**config.mk**
```make
export PLATFORM = sky130hd
export DESIGN_NAME = divisor_6bits
export DESIGN_NICKNAME = d
export VERILOG_FILES = /design/src/rtl/divisor_6bits.sv
export SDC_FILE = /design/constraint.sdc
export NUM_CORES = 1
export LEC_CHECK = 0
export ABC_AREA = 1
export CELL_PAD_IN_SITES_DETAIL_PLACEMENT = 0
export CELL_PAD_IN_SITES_GLOBAL_PLACEMENT = 1
export CORE_UTILIZATION = 48
export CTS_CLUSTER_DIAMETER = 80
export DETAILED_ROUTE_END_ITERATION = 7
export DONT_BUFFER_PORTS = 1
export PLACE_DENSITY = 0.87
export SYNTH_ARGS = -nofsm -noshare
export SYNTH_HDL_FRONTEND = slang
export SYNTH_SLANG_ARGS = --single-unit
```
**constraint.sdc**
```tcl
create_clock -name clk -period 2.8 [get_ports clk]
set_input_delay 0 -clock clk [delete_from_list [all_inputs] [get_ports clk]]
set_output_delay 0 -clock clk [all_outputs]
set_load 0.005 [all_outputs]
```
**src/rtl/divisor_6bits.sv**
```systemverilog
// divisor_6bits
//   Sequential signed divider, the inverse of the 6-bit signed multiplier.
//   Restoring division, one quotient bit per clock, MSB first.
//   The operands are converted to magnitudes when the start is accepted.
//   The results are presented in sign-magnitude form:
//   - a quotient magnitude with a sign flag, and
//   - a remainder magnitude with a sign flag (the remainder follows the dividend's sign).
//
// Ports
//   clk   in   system clock, rising edge
//   rst   in   synchronous reset, active-high
//   start in   request, sampled only in IDLE
//   A     in   2W-bit dividend, two's complement
//   B     in   W-bit divisor, two's complement
//   q     out  2W-bit quotient magnitude
//   neg   out  quotient sign (1 = negative)
//   r     out  W-bit remainder magnitude
//   rneg  out  remainder sign
//   busy  out  division in progress
//   done  out  one-cycle pulse when results become valid
//   dbz   out  divide-by-zero flag, valid with done
//
// State | meaning
// ------+--------------------------------------------------------------
// IDLE  | waiting for start; results are held
// CALC  | one restoring step per cycle, 2W steps
// DONE  | results registered, done pulsed, then back to IDLE
module divisor_6bits #(
  parameter int WIDTH = 6
) (
  input  logic                 clk,
  input  logic                 rst,
  input  logic                 start,
  input  logic [2*WIDTH-1:0]   A,
  input  logic [WIDTH-1:0]     B,
  output logic [2*WIDTH-1:0]   q,
  output logic                 neg,
  output logic [WIDTH-1:0]     r,
  output logic                 rneg,
  output logic                 busy,
  output logic                 done,
  output logic                 dbz
);

  localparam int W2 = 2 * WIDTH;
  localparam int CW = $clog2(W2 + 1);

  typedef enum logic [1:0] {S_IDLE, S_CALC, S_DONE} state_t;

  state_t            state_q, state_d;
  // Dividend magnitude; quotient bits shift in from the LSB as dividend bits leave the MSB.
  logic [W2-1:0]     acc_q, acc_d;
  logic [WIDTH-1:0]  bmag_q, bmag_d;
  logic [WIDTH:0]    pr_q, pr_d;
  logic [CW-1:0]     cnt_q, cnt_d;
  logic              sa_q, sa_d, sb_q, sb_d;
  logic              dz_pend_q, dz_pend_d;
  logic [W2-1:0]     q_q, q_d;
  logic [WIDTH-1:0]  r_q, r_d;
  logic              neg_q, neg_d, rneg_q, rneg_d;
  logic              busy_q, busy_d, done_q, done_d, dbz_q, dbz_d;

  logic [W2-1:0]     a_abs;
  logic [WIDTH-1:0]  b_abs;
  logic [WIDTH:0]    pr_sh;
  logic              qbit;

  // The most negative values negate to themselves.
  // Read as unsigned, that is the correct magnitude.
  assign a_abs = A[W2-1]    ? (~A + 1'b1) : A;
  assign b_abs = B[WIDTH-1] ? (~B + 1'b1) : B;

  always_comb begin
    state_d   = state_q;
    acc_d     = acc_q;
    bmag_d    = bmag_q;
    pr_d      = pr_q;
    cnt_d     = cnt_q;
    sa_d      = sa_q;
    sb_d      = sb_q;
    dz_pend_d = dz_pend_q;
    q_d       = q_q;
    r_d       = r_q;
    neg_d     = neg_q;
    rneg_d    = rneg_q;
    busy_d    = busy_q;
    done_d    = 1'b0;
    dbz_d     = dbz_q;
    // pr stays below |B| <= 2^(W-1), so dropping its MSB in the shift loses nothing.
    pr_sh     = {pr_q[WIDTH-1:0], acc_q[W2-1]};
    qbit      = 1'b0;

    case (state_q)
      S_IDLE: begin
        if (start) begin
          dbz_d = 1'b0;
          sa_d  = A[W2-1];
          sb_d  = B[WIDTH-1];
          if (B == '0) begin
            dz_pend_d = 1'b1;
            state_d   = S_DONE;
          end else begin
            dz_pend_d = 1'b0;
            acc_d     = a_abs;
            bmag_d    = b_abs;
            pr_d      = '0;
            cnt_d     = CW'(W2);
            busy_d    = 1'b1;
            state_d   = S_CALC;
          end
        end
      end

      S_CALC: begin
        if (pr_sh >= {1'b0, bmag_q}) begin
          pr_d = pr_sh - {1'b0, bmag_q};
          qbit = 1'b1;
        end else begin
          pr_d = pr_sh;
        end
        acc_d = {acc_q[W2-2:0], qbit};
        cnt_d = cnt_q - 1'b1;
        if (cnt_q == CW'(1)) state_d = S_DONE;
      end

      S_DONE: begin
        busy_d  = 1'b0;
        done_d  = 1'b1;
        state_d = S_IDLE;
        if (dz_pend_q) begin
          q_d    = '1;
          r_d    = '0;
          neg_d  = 1'b0;
          rneg_d = 1'b0;
          dbz_d  = 1'b1;
        end else begin
          q_d    = acc_q;
          r_d    = pr_q[WIDTH-1:0];
          neg_d  = (sa_q ^ sb_q) & (acc_q != '0);
          rneg_d = sa_q & (pr_q[WIDTH-1:0] != '0);
        end
      end

      default: state_d = S_IDLE;
    endcase
  end

  always_ff @(posedge clk) begin
    if (rst) begin
      state_q   <= S_IDLE;
      acc_q     <= '0;
      bmag_q    <= '0;
      pr_q      <= '0;
      cnt_q     <= '0;
      sa_q      <= 1'b0;
      sb_q      <= 1'b0;
      dz_pend_q <= 1'b0;
      q_q       <= '0;
      r_q       <= '0;
      neg_q     <= 1'b0;
      rneg_q    <= 1'b0;
      busy_q    <= 1'b0;
      done_q    <= 1'b0;
      dbz_q     <= 1'b0;
    end else begin
      state_q   <= state_d;
      acc_q     <= acc_d;
      bmag_q    <= bmag_d;
      pr_q      <= pr_d;
      cnt_q     <= cnt_d;
      sa_q      <= sa_d;
      sb_q      <= sb_d;
      dz_pend_q <= dz_pend_d;
      q_q       <= q_d;
      r_q       <= r_d;
      neg_q     <= neg_d;
      rneg_q    <= rneg_d;
      busy_q    <= busy_d;
      done_q    <= done_d;
      dbz_q     <= dbz_d;
    end
  end

  assign q    = q_q;
  assign r    = r_q;
  assign neg  = neg_q;
  assign rneg = rneg_q;
  assign busy = busy_q;
  assign done = done_q;
  assign dbz  = dbz_q;

endmodule

```
; ---- Word-level counts from Yosys, hierarchy flattened
; Cells that the tools add are included.
[word_totals]
inputBits = 21
output_inout_bits = 23
regBits = 56
[classes]
reduce_logical = 12
eq_ne = 7
add_sub_neg = 4
n_mux = 29
bitwise_logic = 6
n_lt_le_gt_ge = 1
[op_table]
columns = operator, count
row1 = $mux 12, 4
row2 = $mux 6, 5
row3 = $pmux 12 s2, 1
row4 = $add 12x1->12 const B, 1
row5 = $not 12->12, 1
row6 = $pmux 6 s2, 1
row7 = $reduce_and 3->1, 4
row8 = $reduce_bool 12->1, 1
row9 = $mux 1, 9
row10 = $mux 4, 2
row11 = $ne 2x2->1 const B, 4
row12 = $pmux 4 s2, 1
row13 = $ge 7x6->1, 1
row14 = $add 6x1->6 const B, 1
row15 = $logic_not 6->1, 1
row16 = $mux 2, 3
row17 = $not 6->6, 1
row18 = $reduce_bool 6->1, 1
row19 = $sub 6x6->6, 1
row20 = $eq 4x1->1 const B, 1
row21 = $pmux 1 s2, 2
row22 = $pmux 2 s2, 1
row23 = $reduce_and 2->1, 2
row24 = $reduce_bool 2->1, 2
row25 = 7 further kinds, 8

; ---- Depth between registers and ports, before layout
; Gate-level depths: netlist (run 1).
[logic_depth]
word_depth = 6
depth_mapped = 11
depth_no_buf = 11

; ---- Least setup slack after synthesis (run 1)
; Ideal clock, no wire load.
[synth_path]
path_kind = flip-flop to flip-flop
startpoint = register bmag_q[3]
endpoint = register pr_q[5]
t_required_ps = 2664
slack_ps = 1236
period_less_slack_ps = 1564
t_arrival_ps = 1427
path_stages_with_launch = 10
path_buffers = 0
path_cell_list = dfxtp_1 -> inv_1 -> ha_1 -> nand2_1 -> nor2_1 -> nand3_1 -> nand3_2 -> nand3_1 -> nand3_1 -> a21oi_2
[synth_via]
elab_chain_len = 3
[synth_lines]
columns = item, line_no
row1 = from (decl), 53  ; logic [WIDTH-1:0] bmag_q, bmag_d;
row2 = from (signal assigned), 168  ; bmag_q <= bmag_d;
row3 = $sub 6x6->6 / $ge 7x6->1 (equally long branches), "116, 115"
row4 = $mux 6 *, 115  ; if (pr_sh >= {1'b0, bmag_q}) begin
row5 = $pmux 6 s2 *, 93  ; case (state_q)
row6 = to (signal assigned), 169  ; pr_q <= pr_d;
row7 = to (decl), 54  ; logic [WIDTH:0] pr_q, pr_d;
; Mark *: on every way between the ends. The rest lies on a longest branch, timed or not.
; A chain may end at the register's enable or synchronous reset.

; ---- Worst setup path in the final report (run 1)
[layout_path]
startpoint = input port B[4]
endpoint = register cnt_q[3]
[layout_via]
elab_chain_len = 3
[layout_lines]
columns = item, line_no
row1 = from (decl), 35  ; input logic [WIDTH-1:0] B,
row2 = $logic_not 6->1, 99  ; if (B == '0) begin
row3 = $ne 2x2->1 (no line), --
row4 = $reduce_and 3->1 (no line), --
row5 = to (signal assigned), 170  ; cnt_q <= cnt_d;
row6 = to (decl), 55  ; logic [CW-1:0] cnt_q, cnt_d;
; No other way between the ends.

==> run metrics, run 1 <==
area of the multi-input gates between 0.0015 and 0.002 mm^2; RSZ-0062 raised after global routing no; Worst Hold Class in -> reg; global-route wire length before repair ~12000 um; CP Capture Type register; Vias/cell roughly 5.3; ranking of synthesized cells by area dfxtp_1 38%, nand2_1 11%, a21oi_1 9.2%; storage element area between 0.001 and 0.0015 mm^2; Primary FF master, synth dfxtp_1; IO buf count 0; Yosys top cell area share 0.376; worst skew pair latency about 0.31 ns; io pins between 40 and 50; number of clock sinks 56; drt wl/cell 13.6 um; area leader, netlist dfxtp_1; DRC Markers 0; sequential share of the synthesized area 0.376; peak supply drop 0.421 mV; initial antenna violation count 0; Final period util 0.923; area delta synth->final 12.3%; Critical Path Fanout Max 29; number of global-route vias before repair between 2000 and 3000; yosys warns 0; WL final just over 7000 um; Worst setup startpoint B[4]; setup bufs post-CTS 0; Synth Register Bits 56; Post-layout nets between 400 and 500; max layer used met4; status completed; Gate power share 0.340; die width between 80 and 90 um; Min-Delay Path Depth 5; PD cells roughly 670 mW/mm^2; post-place setup slack slightly above 0.9 ns; met2 wire len between 3000 and 4000 um; Tightest Pin Transition 0.714 ns; Sum Neg Setup Slack 0 ns; Detailed Route Iter0 Violations ~210; grt ovf 0; Fmax achieved a little under 0.4 GHz; top-count cell post-synth nand2_1; Critical R2R Launch state_q[0]; synth cell count leaders 87 x nand2_1, 56 x dfxtp_1, 55 x a21oi_1, 55 x inv_1, 36 x o21ai_0; FP Rows 28; routed length on met3 379 um; Core Region roughly 0.0060 mm^2; CP Launch Type primary input; Final GP Congestion approximately 0.87; number of synthesized flops with an enable pin 0; CTS Buf Count 5; WP data required 3.01 ns; Final Setup Violations 0; final hold violation count 0; # Max-Cap Violations 0; clock root buffer clkbuf_8; Tmin final between 2 and 3 ns; Net Sw Frac 0.361; Chip Height 80.8 um; DPL Wire Length 4960 um; Rel. slew slack 0.523; cell count after synthesis 430; WP data arrival between 2 and 3 ns; Syn Nets approximately 460; synthesized area per cell 6.93 um^2; number of diodes 0; Worst Hold Launch A[7]; WL met1 3570 um; crit path kind in -> reg; via count around 2800; Fillers between 500 and 600; CTS tree built; Initial Util 0.500; GRT Total Usage 0.235; Die ar. 0.00653 mm^2; Leakage 0.00141 uW; sequential fraction of design power 0.419; Post-synth ARST share 0; Clock Pin Slew Worst Setup and Hold Paths around 0.11 ns; post-route ant nets 0; Pre-antenna DRT Iters 4; clk_skew 0.0106 ns; Clock Path Buffers 2; Distinct cells, synth 30; synthesized cell area a little under 0.003 mm^2; pin count of the biggest net entering global routing 33; Slew Limit Fails 0; H-Tree Depth 2; Switch Pwr between 800 and 900 uW; worst-case reg-to-reg path depth 9; Final WS setup 0.215 ns; Clock power frac 0.240; share of cells above drive strength 1 0.0607; Internal around 1400 uW
-- cell usage in the layout, fill, tap and decap left out, types with 2 or more instances in the layout --
cell type and count:
nand2_1 87, dfxtp_1 56, inv_1 55, a21oi_1 55, o21ai_0 36, nand3_1 33, nor2_1 32, dlygate4sd3_1 21
nand4_1 10, ha_1 10, a21oi_2 7, nor3_1 6, clkbuf_8 5, xnor2_1 4, xor2_1 3, nand3b_1 3
or2_1 2, nor2_2 2, nor4_1 2, or2_2 2, clkinv_4 2, buf_4 2
-- through the flow --
step | hold WS, ns | cell area [um^2] | utilization | cells | total power (uW)
CTS | 0.000586 | 3340 | 0.561 | 520 | 2260
detailed placement | 0.0703 | 3000 | 0.503 | 490 | 1680
floorplan | 0.173 | 2980 | - | 430 | 1560
finish | 0.000895 | 3350 | 0.562 | 520 | 2260
global route | 0.00771 | 3350 | 0.562 | 520 | 2420
global placement | 0.0684 | 3000 | 0.503 | 490 | 1680
-- cell families after synthesis --
logic type,Yosys count,synth area share
and+or+nand+nor,183,0.274
AOI/OAI and AO/OA,100,0.178
buffers and inverters,73,0.102
DFF,56,0.376
adders and majority gates,11,0.0487
xor gates and xnor gates,7,0.0206
-- power groups by stage --
stage / clock, uW / combinational (uW) / sequential (uW)
finish: 542 / 768 / 946
global route: 576 / 884 / 959
global placement: 0 / 717 / 963
detailed placement: 0 / 717 / 963
CTS: 553 / 764 / 945
floorplan: 0 / 618 / 941
-- registers in the layout, indices dropped and copies added, names as in the netlist --
name	flops
q	12
r	6
bmag_q	6
sb_q	1
cnt_q	4
neg	1
dbz	1
dz_pend_q	1
busy	1
pr_q	6
sa_q	1
state_q	2
rneg	1
done	1
acc_q	12
-- worst paths after layout --
| check | to | slack, ns |
|---|---|---|
| max | cnt_q[3] | 0.22 |
| min | acc_q[11] | 0.0009 |
| max reg2reg | cnt_q[3] | 0.72 |
| min reg2reg | acc_q[5] | 0.48 |
-- cell type report --
| class | instances | share of cell area |
|---|---|---|
| inverter | 56 | 0.0628 |
| timing repair buffer | 24 | 0.0733 |
| multi-input combinational | 301 | 0.466 |
| tap | 75 | 0.0280 |
| sequential | 56 | 0.335 |
| clock inverter | 3 | 0.0142 |
| clock buffer | 5 | 0.0206 |
-- metal layers --
metal / track usage / vias to the layer above
li1: - / 1444
met1: 0.316 / 1247
met2: 0.379 / 63
met3: 0.0551 / 7
met4: 0.0571 / 0
met5: 0 / -
-- what timing repair did --
action                     in CTS  in global routing
hold buffers                   22                  0
gates resized for setup         0                  1
setup endpoints to repair       0                  2
hold endpoints to repair       43                  0
-- critical path, cell delays in order --
cell and delay [ns]:
dlygate4sd3_1 0.61, nor2_4 0.11, dlygate4sd3_1 0.59, nand4_2 0.11
or2_1 0.27, nand2_4 0.26, inv_2 0.13, nand2_1 0.09
a21oi_2 0.05, dlygate4sd3_1 0.55
Power figures use the tool's default switching activity.
==> run 2: changes to the inputs <==
- PLACE_DENSITY: 0.87 -> 0.83
==> run metrics, run 2 (synthesis gave the netlist of run 1 again) <==
Final Setup Violations 0 (unchanged); pin count of the biggest net entering global routing 33 (unchanged); H-Tree Depth 2 (unchanged); io pins 44 (unchanged); Pre-antenna DRT Iters 4 (unchanged); Post-layout nets 479 (was 476); Fillers 616 (was 577); area delta synth->final 12.6% (was 12.3%); number of global-route vias before repair 2577 (was 2608); Sum Neg Setup Slack 0 ns (unchanged); Tmin final 2.51 ns (was 2.58 ns); Gate power share 0.357 (was 0.340); grt ovf 0 (unchanged); Design Power 2210 uW (was 2260 uW); clock root buffer clkbuf_8 (unchanged); Final GP Congestion 0.877 (was 0.872); Net Sw Frac 0.382 (was 0.361); WP data arrival 2.78 ns (was 2.80 ns); commonest non-fill, non-tap cell in the layout nand2_1 (unchanged); Core Region 0.00596 mm^2 (unchanged); CTS tree built (unchanged); DRC Markers 0 (unchanged); Detailed Route Iter0 Violations 127 (was 207); Initial Util 0.500 (unchanged); RSZ-0062 raised after global routing no (unchanged); global-route wire length before repair 12100 um (was 12000 um); Clock power frac 0.214 (was 0.240); Die ar. 0.00653 mm^2 (unchanged); Switch Pwr 842 uW (was 813 uW); crit path kind in -> reg (unchanged); FP Rows 28 (unchanged); Tightest Pin Transition 0.752 ns (was 0.714 ns); setup bufs post-CTS 0 (unchanged); Clock Path Buffers 2 (unchanged); DPL Wire Length 5070 um (was 4960 um); Chip Height 80.8 um (unchanged); GRT Total Usage 0.237 (was 0.235); WL final 7310 um (was 7060 um); post-route ant nets 0 (unchanged); number of clock sinks 56 (unchanged); PD cells 657 mW/mm^2 (was 674 mW/mm^2); CTS Buf Count 5 (unchanged); Internal 1360 uW (was 1440 uW); via count 2769 (was 2761); WP data required 3.07 ns (was 3.01 ns); initial antenna violation count 0 (unchanged); IO buf count 0 (unchanged); CP Capture Type register (unchanged); Min-Delay Path Depth 5 (unchanged); number of diodes 0 (unchanged); Slew Limit Fails 0 (unchanged); share of cells above drive strength 1 0.0603 (was 0.0607); commonest non-fill, non-tap cells in the layout 87 x nand2_1, 56 x dfxtp_1, 55 x inv_1, 55 x a21oi_1, 36 x o21ai_0 (unchanged); drt wl/cell 14.0 um (was 13.6 um); Fmax achieved 0.399 GHz (was 0.387 GHz); worst-case reg-to-reg path depth 9 (unchanged); sequential fraction of design power 0.429 (was 0.419); peak supply drop 0.329 mV (was 0.421 mV); # Max-Cap Violations 0 (unchanged); Final period util 0.896 (was 0.923); Rel. slew slack 0.498 (was 0.523); worst skew pair latency 0.32 ns (was 0.31 ns); Worst Hold Class in -> reg (unchanged); Vias/cell 5.29 (was 5.31); status completed (unchanged); Leakage 0.00141 uW (about the same); clk_skew 0.0122 ns (was 0.0106 ns); Clock Pin Slew Worst Setup and Hold Paths 0.11 ns (about the same); final hold violation count 0 (unchanged); die width 80.8 um (unchanged); CP Launch Type primary input (unchanged); Critical Path Fanout Max 29 (unchanged)
[run 2: cell types whose count changed in the layout (fill, tap and decap cells not counted)]
cell | previous run | this run
dlygate4sd3_1 | 21 | 24
inv_6 | 0 | 2
bufinv_16 | 1 | 0
clkinv_4 | 2 | 1
[run 2: power by group through the flow]
| stage | registers [uW] | clock network [uW] | logic, uW |
|---|---|---|---|
| floorplan | 941 | 0 | 618 |
| global placement | 964 | 0 | 731 |
| detailed placement | 965 | 0 | 732 |
| CTS | 947 | 484 | 784 |
| global route | 956 | 519 | 896 |
| finish | 947 | 472 | 787 |
[run 2: stage by stage]
| stage | setup WS (ns) | utilization | instance area (um^2) | instances | hold WS, ns |
|---|---|---|---|---|---|
| after floorplan | 1.24 | - | 2980 | 430 | 0.173 |
| after global placement | 0.820 | 0.503 | 3000 | 490 | 0.0686 |
| after detailed placement | 0.789 | 0.503 | 3000 | 490 | 0.0687 |
| after CTS | 0.169 | 0.563 | 3350 | 523 | 0.00541 |
| after global routing | 0.183 | 0.563 | 3360 | 523 | 0.0399 |
| final | 0.292 | 0.563 | 3360 | 523 | 0.0117 |
[run 2: final timing paths]
path                     to  startpoint  slack (ns)
setup / recovery    pr_q[2]        B[4]        0.29
hold / removal    acc_q[10]       A[10]        0.01
setup reg to reg    pr_q[2]     pr_q[4]        0.47
hold reg to reg    acc_q[5]    acc_q[5]        0.48
[run 2: critical path: stages]
cell	delay [ns]
dlygate4sd3_1	0.63
nor2_4	0.11
dlygate4sd3_1	0.57
nand4_2	0.10
or2_1	0.27
nand2_4	0.26
nand2_1	0.12
a21oi_2	0.14
dlygate4sd3_1	0.55
[run 2: what timing repair did]
action / 4_1_cts / 5_1_grt
hold buffers: 25 / 0
setup endpoints to repair: 0 / 1
resized for setup: 0 / 1
hold endpoints to repair: 43 / 0
[run 2: final cells by class]
type,instances,area [um^2],area share
Clock buffer,5,68.8,0.0205
Clock inverter,3,26.3,0.00783
Inverter,56,210,0.0626
Multi-Input combinational cell,301,1560,0.465
Sequential cell,56,1120,0.334
Tap cell,75,93.8,0.0280
Timing Repair Buffer,27,275,0.0820
[run 2: routing by layer]
layer | GRT usage | wire, um | up-vias
li1 | - | - | 1447
met1 | 0.328 | 3530 | 1254
met2 | 0.375 | 3310 | 56
met3 | 0.0416 | 341 | 12
met4 | 0.0714 | 129 | 0
met5 | 0 | 0 | -
